### src/rtl/arb_pkg.sv
// Shared constants and helpers for the 4-way round-robin mux arbiter.
package arb_pkg;

    localparam int unsigned N_REQ = 4;

    localparam logic [0:0] ST_IDLE = 1'b0;
    localparam logic [0:0] ST_OWN  = 1'b1;

    function automatic logic [N_REQ-1:0] onehot2(input logic [1:0] idx);
        return 4'b0001 << idx;
    endfunction

endpackage

### src/rtl/rr_pick4.sv
// Combinational round-robin picker: first unmasked request after `last`, wrapping back to it.
module rr_pick4
    import arb_pkg::*;
(
    input  logic [N_REQ-1:0] req,
    input  logic [1:0]       last,
    input  logic [N_REQ-1:0] mask,
    output logic             found,
    output logic [1:0]       idx
);

    logic [1:0] cand;

    always_comb begin
        found = 1'b0;
        idx   = last;
        cand  = last;
        // Visit last+1 .. last+3, then last itself
        for (int k = 1; k <= 4; k++) begin
            cand = last + 2'(k);
            if (!found && req[cand] && !mask[cand]) begin
                found = 1'b1;
                idx   = cand;
            end
        end
    end

endmodule

### src/rtl/mux_rr_arbiter.sv
// Round-robin owner arbiter for a shared 4:1 mux, with done/drop release and hold-limit preemption.
module mux_rr_arbiter
    import arb_pkg::*;
#(
    parameter int unsigned HOLD_MAX = 16
) (
    input  logic             clk,
    input  logic             rst,
    input  logic [N_REQ-1:0] req,
    input  logic             done,
    output logic [N_REQ-1:0] grant,
    output logic [1:0]       sel,
    output logic             busy,
    output logic             preempt
);

    localparam int unsigned CW        = (HOLD_MAX == 0) ? 1 : $clog2(HOLD_MAX + 1);
    localparam int unsigned HOLD_LAST = (HOLD_MAX == 0) ? 0 : HOLD_MAX - 1;
    localparam logic [CW-1:0] CNT_LAST = CW'(HOLD_LAST);

    logic [0:0]       state_q, state_d;
    logic [1:0]       sel_q, sel_d;
    logic [1:0]       last_q, last_d;
    logic [N_REQ-1:0] grant_q, grant_d;
    logic [CW-1:0]    cnt_q, cnt_d;
    logic             busy_q, preempt_q, preempt_d;

    logic             owner_req, others, timeout, release_own;
    logic [N_REQ-1:0] pick_mask;
    logic             pick_found;
    logic [1:0]       pick_idx;

    assign owner_req   = req[sel_q];
    assign others      = |(req & ~onehot2(sel_q));
    assign timeout     = (state_q == ST_OWN) && (HOLD_MAX != 0) && (cnt_q == CNT_LAST) && others;
    assign release_own = done || !owner_req || timeout;
    // Only a timeout excludes the owner from the next search
    assign pick_mask   = timeout ? onehot2(sel_q) : '0;

    rr_pick4 u_pick (
        .req   (req),
        .last  (last_q),
        .mask  (pick_mask),
        .found (pick_found),
        .idx   (pick_idx)
    );

    always_comb begin
        state_d   = state_q;
        sel_d     = sel_q;
        last_d    = last_q;
        grant_d   = grant_q;
        cnt_d     = cnt_q;
        preempt_d = 1'b0;
        case (state_q)
            ST_IDLE: begin
                if (pick_found) begin
                    state_d = ST_OWN;
                    grant_d = onehot2(pick_idx);
                    sel_d   = pick_idx;
                    last_d  = pick_idx;
                    cnt_d   = '0;
                end
            end
            default: begin
                if (release_own) begin
                    cnt_d = '0;
                    if (pick_found) begin
                        grant_d   = onehot2(pick_idx);
                        sel_d     = pick_idx;
                        last_d    = pick_idx;
                        preempt_d = timeout && !done && owner_req;
                    end else begin
                        state_d = ST_IDLE;
                        grant_d = '0;
                    end
                end else if (cnt_q == CNT_LAST) begin
                    cnt_d = '0;
                end else begin
                    cnt_d = cnt_q + CW'(1);
                end
            end
        endcase
    end

    always_ff @(posedge clk) begin
        if (rst) begin
            state_q   <= ST_IDLE;
            sel_q     <= 2'd0;
            last_q    <= 2'd3;
            grant_q   <= '0;
            cnt_q     <= '0;
            busy_q    <= 1'b0;
            preempt_q <= 1'b0;
        end else begin
            state_q   <= state_d;
            sel_q     <= sel_d;
            last_q    <= last_d;
            grant_q   <= grant_d;
            cnt_q     <= cnt_d;
            busy_q    <= |grant_d;
            preempt_q <= preempt_d;
        end
    end

    assign grant   = grant_q;
    assign sel     = sel_q;
    assign busy    = busy_q;
    assign preempt = preempt_q;

endmodule

### config.mk
export PLATFORM = sky130hd
export DESIGN_NAME = mux_rr_arbiter
export DESIGN_NICKNAME = d
export VERILOG_FILES = /design/src/rtl/arb_pkg.sv /design/src/rtl/rr_pick4.sv /design/src/rtl/mux_rr_arbiter.sv
export SDC_FILE = /design/constraint.sdc
export NUM_CORES = 1
export LEC_CHECK = 0
export BUFFER_PORTS_ARGS = -buffer_cell sky130_fd_sc_hd__buf_2
export CORE_MARGIN = 2
export CORE_UTILIZATION = 51
export DETAILED_ROUTE_END_ITERATION = 7
export MAX_ROUTING_LAYER = met4
export PLACE_DENSITY_LB_ADDON = 0.15
export SYNTH_ARGS = -nofsm -noshare
export SYNTH_HDL_FRONTEND = slang
export SYNTH_SLANG_ARGS = --single-unit
### constraint.sdc
create_clock -name clk -period 2.3 [get_ports clk]
set_clock_uncertainty 0.2 [all_clocks]
set_input_delay 0.23 -clock clk [delete_from_list [all_inputs] [get_ports clk]]
set_output_delay 0.23 -clock clk [all_outputs]
set_load 0.02 [all_outputs]
Word-level counts from Yosys, hierarchy flattened
Index checks and enable logic that the tools add are counted.
- bitwise gates (word level): 5
- add/sub/neg operators: 4
- shifts and indexed selects: 2
- magnitude comparators: 5
- reductions and logical operators: 26
- equality and inequality tests: 2
- mux-type cells: 44
- operator list (kind ; number):
    2-bit two-way mux ; 10
    4-bit two-way mux ; 5
    5-bit two-way mux ; 4
    1-bit binary-select mux with 2-bit select ; 9
    1-bit two-way mux ; 16
    2-bit by 3-bit less-than comparator with 1-bit output (second input constant) ; 5
    4-bit OR reduction ; 3
    1-bit logical AND ; 11
    1-bit logical NOT ; 9
    1-bit by 2-bit << shifter with 4-bit output (first input constant) ; 2
    5-bit by 1-bit adder with 5-bit output (second input constant) ; 1
    5-bit by 4-bit equality test with 1-bit output (second input constant) ; 1
    2-bit adder (second input constant) ; 2
    4-bit bitwise AND ; 1
    4-bit NOT ; 1
    1-bit NOT ; 3
    2-bit by 1-bit adder with 2-bit output (second input constant) ; 1
    1-bit logical OR ; 2
    2-bit by 1-bit != test with 1-bit output (second input constant) ; 1
    2-bit nonzero test ; 1
- output and inout port bits: 8
- logic and storage cells: 95
- input bits: 7
- flip-flop bits (word level): 16

Longest topological paths before layout
Gate-level depths: netlist of the first run.
- word-level depth: 28
- mapped depth: 9
- mapped depth without buffers: 8

By module
Synthesis of the first run repeated with hierarchy kept, for this count alone.
- cells, all modules: 105
- area, all modules: 982.2 um^2
- by module, submodules not included (module ; area an instance (um^2) ; cells an instance ; sequential area each (um^2) ; times used):
    mux_rr_arbiter ; 864.6 ; 88 ; 320.3 ; 1
    rr_pick4 ; 117.6 ; 17 ; 0.0 ; 1

Worst setup path before layout of the first run
No wires, ideal clock.
- path kind: reg-to-reg
- from: register sel_q[0], in the netlist sel[0]
- to: register sel_q[0], in the netlist sel[0]
- slack: -0.174 ns
- required time: 2.026 ns
- buffers on the path: 0
- library setup time: 0.074 ns
- clock period less this slack: 2.474 ns
- arrival: 2.200 ns
- stages on the path, launching flop included: 8
- path through: dfxtp_1 -> mux2_1 -> nor4_2 -> nor4_1 -> or2_2 -> o211a_2 -> or3_1 -> a31oi_1
- cells in the longest elaborated chain, start to end: 26
- elaborated cells on any way between the ends: 45
- classes of those cells: eq/ne: 1; shift: 1; mux: 22; bitwise: 2; reduce/logical: 19
- ends and longest elaborated chain (element ; RTL line ; text):
    start, declared ; mux_rr_arbiter.sv:22 ; logic [1:0] sel_q, sel_d;
    start signal, assigned ; mux_rr_arbiter.sv:97 ; sel_q <= sel_d;
    1-bit by 2-bit << shifter with 4-bit output ; arb_pkg.sv:10 ; return 4'b0001 << idx;
    4-bit NOT ; mux_rr_arbiter.sv:34 ; assign others = |(req & ~onehot2(sel_q));
    4-bit bitwise AND ; mux_rr_arbiter.sv:34 ;
    4-bit OR reduction ; mux_rr_arbiter.sv:34 ;
    1-bit logical AND ; mux_rr_arbiter.sv:35 ; assign timeout = (state_q == ST_OWN) && (HOLD_MAX != 0) && (cnt_q == CNT_LAST) && others;
    4-bit two-way mux ; mux_rr_arbiter.sv:38 ; assign pick_mask = timeout ? onehot2(sel_q) : '0;
    1-bit binary-select mux with 2-bit select ; rr_pick4.sv:21 ; if (!found && req[cand] && !mask[cand]) begin
    1-bit two-way mux (implied by the code) ; rr_pick4.sv:21 ;
    (+8 left out) ; -- ;
    1-bit logical AND (2 in series) ; rr_pick4.sv:21 ;
    1-bit two-way mux ; rr_pick4.sv:21 ;
    1-bit logical NOT ; rr_pick4.sv:21 ;
    1-bit logical AND (2 in series) ; rr_pick4.sv:21 ;
    2-bit two-way mux or 1-bit two-way mux (tied branches) ; rr_pick4.sv:21 ;
    2-bit two-way mux ; mux_rr_arbiter.sv:57, mux_rr_arbiter.sv:68 ;
    2-bit two-way mux ; mux_rr_arbiter.sv:66 ; if (release_own) begin
    2-bit two-way mux ; mux_rr_arbiter.sv:55 ; case (state_q)
Several ways; a longest one is shown, not always the timed one. The select of a mux whose other input is x is not followed.
A chain may end at the register's enable or synchronous reset.

Final worst setup path of the first run
Same ends and word-level chain as after synthesis.

==> summary by stage, run 1 <==
CTS
The number of levels the H-tree was split into is 1. The number of clock sinks seen by CTS is 16. The clock input transition at the sequential cells of the worst setup and hold paths is 100 ps.

TritonCTS built the clock tree. At the later pin of the worst-skew pair, clock insertion delay measures around 300 ps. The root buffer cell is sky130_fd_sc_hd__clkbuf_4.

The deepest clock path buffer count is 2. Clock tree synthesis inserted a total of 3 buffers.

Placement
The quantity of I/O buffers inserted on ports is 14. The post-detailed-placement half-perimeter wirelength is between 2 and 3 mm. The post-place setup slack is -361 ps. The final estimated routing congestion in global placement is 0.977. The instance area after placement is 1580 um^2.

The count of placed standard cells including taps is between 200 and 250.

Detailed routing
In the routed design, unresolved DRC markers number 0. The via count is between 1500 and 2000. The initial DRC count is 127. The ratio of routed vias to standard cells is between 6 and 7. The count of nets left with antenna violations once routing finished came out at 0. The detailed-route wire length per cell is just over 20 um. After detailed routing, the total wire length is between 4 and 5 mm. The first detailed-routing pass ran for 5 iterations.

STA
The number of slew-limit violations in the final report is 0. The total negative slack for setup checks is -2410 ps. The final critical path time including I/O delays and setup is roughly 2600 ps. Setup violations remaining at the end of the flow were counted as 15. The setup slack after layout is -297 ps.

The share of the cycle needed by the critical path after routing is 1.13. Headroom to the max-slew limit came out at 0.611. The slew at the pin closest to its max-slew limit is between 500 and 600 ps.

The timing-limited maximum frequency is 385 MHz. The total count of hold-check failures in the final report came to 0. Setup repair after global routing could not meet its margin everywhere.

Die
Measured along the x axis, the die boundary spans about 52 um. The die footprint is 2750 um^2. The placeable core region is 2210 um^2. For this design the top-level I/O count stands at 15. The initial utilization of the core area, before any placement, comes to 0.542.

The floorplan has 17 rows. The die is 52.5 um tall.

Synth
Among all flip-flop cells after synthesis, the most frequent one is sky130_fd_sc_hd__dfxtp_1. The number of flops mapped to enable cells by yosys is 0. The count of distinct cell types in the synthesized netlist is 52. The synthesized area divided by synthesized cell count is about 8.1 um^2. Synthesis handed over a netlist of between 100 and 150 instances. The share of flip-flops with an asynchronous set or reset is 0. The share of synthesized area in the top cell type comes to 0.267. For this run, the register share of the synthesized area comes to 0.267. The leading area contributor after synthesis is sky130_fd_sc_hd__dfxtp_1.

The register bit total from synthesis is 16. The warning count from the yosys run is 0. In this run the cell area of the synthesized design comes to ~1200 um^2.

The number of nets handed over by synthesis was approximately 160. In the post-synthesis netlist, the biggest area contributors are sky130_fd_sc_hd__dfxtp_1 27%, sky130_fd_sc_hd__nand2_1 5.6%, sky130_fd_sc_hd__mux4_2 5.6%.

Global routing
The initial antenna violation count is 0. The number of global-route vias before repair is between 1000 and 1500. The maximum number of pins on one net before global-route repair is 12. The global-route wire length before repair is approximately 6.5 mm. In the global route stage, overall resource usage came out at 0.333. Global routing finished with a remaining overflow of 0.

Critical path
The required time at the worst-slack endpoint is 2320 ps. By startpoint and endpoint, the worst setup path is classified as reg -> reg. The worst path arrival time is about 2600 ps. The most critical setup path has its startpoint at sel[0]$_SDFFE_PP0P_.

The worst setup path is captured at a flip-flop. The reg-to-reg setup timing slack is -300 ps. The startpoint of the worst register-to-register path is sel[0]$_SDFFE_PP0P_. The critical path startpoint category is a flip-flop.

The maximum fanout count along the critical path is 6. The number of cells on the worst reg-to-reg path is 8. The critical register-to-register path endpoint is sel[0]$_SDFFE_PP0P_.

Min path
The worst hold path was traced through 2 stages. The worst hold path terminates at cnt_q[0]$_SDFFE_PP0P_. In this run the most critical hold path is launched from rst. In this run the worst hold path is classified as in -> reg.

Cells and area
The fraction of the core area covered by cells at the end of the flow is 0.891. The number of standard cells in the layout, taps in and fillers out is 235. The total inserted antenna cells is 0. After routing the design area is roughly 2000 um^2. At the end of the flow, the number of nets in the layout was between 200 and 250. In the final layout, the share of cells above drive strength 1 is 0.560. The area growth from synthesis to layout is 64.5%.

Job
Across the run, the number of max-cap violations was 0.

Pwr
For this design the ratio of total power to cell area is ~1300 nW/um^2. In this run the static leakage power is just under 0.8 nW. VDD sags by at most 0.00106 V.

Run status
The run finished, with violations left. The final reports fail on setup timing.
report_power, final:
part	internal (W)	total [W]	switching, W
Sequential	0.000369	0.000457	0.0000886
Clock	0.0000967	0.000188	0.0000916
Combinational	0.000905	0.00189	0.000989
Total	0.00137	0.00254	0.00117
kinds of logic after synthesis:
kind of cell / share of synthesized area
flops: 0.267
buf+inv: 0.0501
mux: 0.0908
xor+xnor: 0.00731
compound gates: 0.299
fa+ha+maj: 0.0104
simple gates: 0.276
area by class of cell:
class / instances / area (um^2)
clock buffers: 4 / 36.3
fillers: 105 / 240
inverters: 3 / 11.3
multi-input cells: 120 / 1080
flip-flops and latches: 16 / 332
well taps: 28 / 35.0
repair buffers: 64 / 480
cell usage after synthesis, types with 3 or more instances:
cell type / number
sky130_fd_sc_hd__a21oi_1: 13
sky130_fd_sc_hd__a31oi_1: 3
sky130_fd_sc_hd__a32oi_1: 3
sky130_fd_sc_hd__buf_2: 3
sky130_fd_sc_hd__clkbuf_1: 3
sky130_fd_sc_hd__dfxtp_1: 16
sky130_fd_sc_hd__mux2i_1: 3
sky130_fd_sc_hd__mux4_2: 3
sky130_fd_sc_hd__nand2_1: 18
sky130_fd_sc_hd__nand2b_1: 6
sky130_fd_sc_hd__nand3_1: 6
sky130_fd_sc_hd__nor2_1: 11
sky130_fd_sc_hd__nor2b_1: 5
sky130_fd_sc_hd__o32ai_1: 4
flip-flops by register name, summed over array words and instances, names as in the netlist:
| name | count |
|---|---|
| sel | 2 |
| last_q | 2 |
| preempt | 1 |
| busy | 1 |
| cnt_q | 5 |
| grant | 4 |
| state_q | 1 |
cells in the final DEF (no fill, tap or decap), types with 4 or more instances in the layout:
master and count:
sky130_fd_sc_hd__nor2b_1 4, sky130_fd_sc_hd__nand2b_1 5, sky130_fd_sc_hd__a21oi_1 7, sky130_fd_sc_hd__buf_4 43
sky130_fd_sc_hd__buf_2 14, sky130_fd_sc_hd__nor2_1 11, sky130_fd_sc_hd__buf_6 6, sky130_fd_sc_hd__dfxtp_1 11
sky130_fd_sc_hd__nand3_1 5, sky130_fd_sc_hd__a21oi_2 5, sky130_fd_sc_hd__nand2_1 14
critical path, stage by stage (launching register included):
cell and delay (ps):
sky130_fd_sc_hd__dfxtp_4 370, sky130_fd_sc_hd__buf_6 130, sky130_fd_sc_hd__or3_1 330, sky130_fd_sc_hd__a21oi_2 180, sky130_fd_sc_hd__o221ai_2 120, sky130_fd_sc_hd__a2111o_1 450, sky130_fd_sc_hd__o211a_4 190, sky130_fd_sc_hd__or3_4 400
sky130_fd_sc_hd__a31oi_1 150
repair_timing:
item	4_1_cts	5_1_grt
setup endpoints to repair	15	15
hold buffers	0	0
pin swaps	24	12
endpoints found under the hold margin	0	0
setup buffers	12	3
gates cloned	0	0
gates resized for setup	37	16
per-stage QoR:
step / hold slack (ps) / total power, W
finish: 27.6 / 0.00254
global route: 31.2 / 0.00265
CTS: 33.6 / 0.00226
detailed placement: 230 / 0.00174
global placement: 229 / 0.00172
floorplan: 208 / 0.00127
worst max path at each step:
stage | cells after the start | slack [ps] | to
after detailed placement | 9 | -360 | grant[3]$_SDFF_PP0_
after global placement | 8 | -280 | sel[0]$_SDFFE_PP0P_
after floorplan | 7 | -60 | sel[0]$_SDFFE_PP0P_
after CTS | 8 | -200 | sel[0]$_SDFFE_PP0P_
final | 8 | -300 | sel[0]$_SDFFE_PP0P_
after global routing | 8 | -350 | sel[0]$_SDFFE_PP0P_
metal layers:
layer  routed length [um]  vias up  GRT usage
met5                    0        -          -
met4                  184        0      0.188
met3                  370       26     0.0629
met2                 2350       97      0.569
met1                 1860      738      0.361
li1                     -      687          -
No activity file was read; power rests on OpenSTA's default activity.
==> run 2, diff against run 1 <==
--- a/config.mk
+++ b/config.mk
@@ -6,7 +6,6 @@
 export NUM_CORES = 1
 export LEC_CHECK = 0
 export BUFFER_PORTS_ARGS = -buffer_cell sky130_fd_sc_hd__buf_2
-export CORE_MARGIN = 2
 export CORE_UTILIZATION = 51
 export DETAILED_ROUTE_END_ITERATION = 7
 export MAX_ROUTING_LAYER = met4
==> run 2 against run 1 <==
  * Die area decreased by 7.5%
  * Total power decreased by 6.1%
  * Sequential cell count unchanged
  * Sequential share of layout area grew 0.63 points
  * Clock power is 18% lower
  * First-iteration DRC count shrank 42%
  * The run still ends with setup timing left
  * Register-to-register slack hardly changed
  * Critical endpoint unchanged
  * Worst setup slack worse by 14 ps
==> summary by stage, run 2 (synthesized netlist as in run 1, its figures left out) <==
Pwr
The worst-case IR drop observed on VDD is 0.00101 V. Total power for the finished layout comes to ~0.0024 W. In this run the static leakage power is between 0.7 and 0.8 nW.

The total power per unit cell area is 1250 nW/um^2.

Global routing
The number of global-route vias before repair is roughly 1500. For this run the aggregate overflow at the end of global routing stands at 0. The first global-routing pass estimated 6.40 mm of wire. For this run, the total global-route usage over all layers was measured as 0.341.

Entering global routing, the biggest net connects 12 pins. The initial antenna violation count is 0.

Cells and area
After the last flow step, the layout net total stands at approximately 210. The library cell used most frequently in the layout, excluding fill and tap cells, is sky130_fd_sc_hd__buf_4. The layout overhead on the synthesized area is 58.6%. The register area is ~330 um^2. The total inserted antenna cells is 0.

Of the cells placed in the final design, the portion with a size suffix greater than 1 is 0.539. The top cell types in the final layout, fill and taps aside, are 42 x sky130_fd_sc_hd__buf_4, 15 x sky130_fd_sc_hd__nand2_1, 14 x sky130_fd_sc_hd__buf_2, 11 x sky130_fd_sc_hd__dfxtp_1, 10 x sky130_fd_sc_hd__nor2_1. The register with the most flip-flops in the layout has 5 of them. The area occupied by multi-input gates is 1050 um^2.

cnt_q holds more flip-flops than any other register. The fraction of the core area covered by cells at the end of the flow is 0.859. The filler cells instantiated in the layout total around 120.

Placement
The quantity of I/O buffers inserted on ports is 14. The post-detailed-placement half-perimeter wirelength is roughly 2.7 mm. The final estimated routing congestion in global placement is about 0.93.

STA
Across all setup checks in the final design, the least slack found is -311 ps. The number of slew-limit violations in the final report is 0. The timing-limited maximum frequency is approximately 380 MHz.

The number of failing setup endpoints in the final timing report is 15. The total count of hold-check failures in the final report was 0. For the pin with the worst max-slew slack, the measured transition is between 500 and 600 ps.

The max-slew headroom at the worst pin is 0.609. After layout, the minimum clock period comes to 2610 ps. The smallest hold slack is 52.0 ps. Setup repair after global routing could not meet its margin everywhere. The share of the cycle needed by the critical path after routing is 1.14. The total negative slack for setup checks is -3200 ps.

CTS
Counting along the longest clock path gives a buffer depth of 2. The clock reaches the later pin of the worst-skew pair after around 290 ps. TritonCTS built the clock tree. The number of levels the H-tree was split into is 1. After clock tree synthesis, the clock-pin slew on the worst setup and hold paths is approximately 100 ps. The tree built by TritonCTS fans out to 16 sinks.

The TritonCTS buffer count is 3. The cell sitting at the root of the clock tree is a sky130_fd_sc_hd__clkbuf_4.

Critical path
The worst setup path is launched from a flip-flop. The type of element capturing the critical path is a flip-flop. The reg-to-reg setup timing slack is -310 ps. Of all nets on the critical path, the largest fanout is 5. The critical path in this run is classified as reg -> reg.

The worst setup path startpoint is sel[0]$_SDFFE_PP0P_. At the worst endpoint, the arrival time is about 2600 ps. In this run the critical register-to-register path is launched from sel[0]$_SDFFE_PP0P_. At the worst endpoint, the required time is approximately 2300 ps.

Min path
The worst hold path begins at rst. The min-delay analysis places its worst path in the category in -> reg.

Die
In this run the horizontal extent of the chip is roughly 50 um. The floorplan step defined a die boundary enclosing roughly 2500 um^2. The die outline height is 50.5 um.

In this run the core area contains 17 standard-cell rows. For this configuration, the core starts out at a cell density of 0.542. The placeable core region is roughly 2200 um^2.

The top-level port count is 15.

Detailed routing
In this run, the number of DRC markers left after iteration 0 of detailed routing was 74. The final route contains between 1500 and 2000 vias. The detailed-route wire length per cell is 19.0 um. After detailed routing, the number of remaining DRC violations is 0. The length of the first detailed-routing pass in iterations is 5. After detailed routing, the total wire length is 4.40 mm.

The residual antenna-violating net count after detailed routing is 0. The ratio of routed vias to standard cells is roughly 6.6.

Run status
The run finished, with violations left. The final reports fail on setup timing.

Job
The tool flagged a number of max-cap violations equal to 0.
==> run 2: layout make-up <==
type	count	share of cell area
clock buffer	4	0.0138
inverter	3	0.00592
multi-input combinational	120	0.550
sequential	16	0.174
tap	28	0.0184
timing repair buffer	61	0.237
==> run 2: repair_timing <==
item                       4_1_cts  5_1_grt
gates cloned                     0        0
setup buffers                    7        3
setup endpoints to repair       15       15
pin swaps                       12       18
resized for setup               20       28
hold buffers                     0        0
==> run 2: per-stage QoR <==
stage          instances  instance area, um^2  setup slack [ps]
3_3_place_gp         219                 1580              -278
6_report             232                 1900              -311
3_5_place_dp         219                 1580              -382
4_1_cts              230                 1750              -204
2_1_floorplan        148                 1230             -55.6
5_1_grt              232                 1900              -429
==> run 2: final timing paths <==
check | depth (start not counted) | to
setup / recovery | 7 | sel[0]$_SDFFE_PP0P_
hold / removal | 2 | cnt_q[0]$_SDFFE_PP0P_
setup reg to reg | 7 | sel[0]$_SDFFE_PP0P_
hold reg to reg | 2 | cnt_q[4]$_SDFFE_PP0P_
==> run 2: layer usage <==
metal	share of wire	GRT usage	wire length, um
met1	0.36	0.362	1590
met2	0.49	0.622	2170
met3	0.093	0.0424	410
met4	0.052	0.157	231
met5	0	-	0
==> run 2: power breakdown <==
part           total, W  switching, W  internal (W)
Clock          0.000155     0.0000877     0.0000673
Combinational   0.00177      0.000928      0.000847
Sequential     0.000455     0.0000864      0.000368
==> run 2: worst max-delay path: stages, from the launching register on <==
cell	delay [ps]
sky130_fd_sc_hd__dfxtp_4	380
sky130_fd_sc_hd__or3_1	380
sky130_fd_sc_hd__a21oi_1	220
sky130_fd_sc_hd__o221ai_1	200
sky130_fd_sc_hd__a2111o_1	480
sky130_fd_sc_hd__o211a_4	190
sky130_fd_sc_hd__or3_4	340
sky130_fd_sc_hd__a31oi_1	160
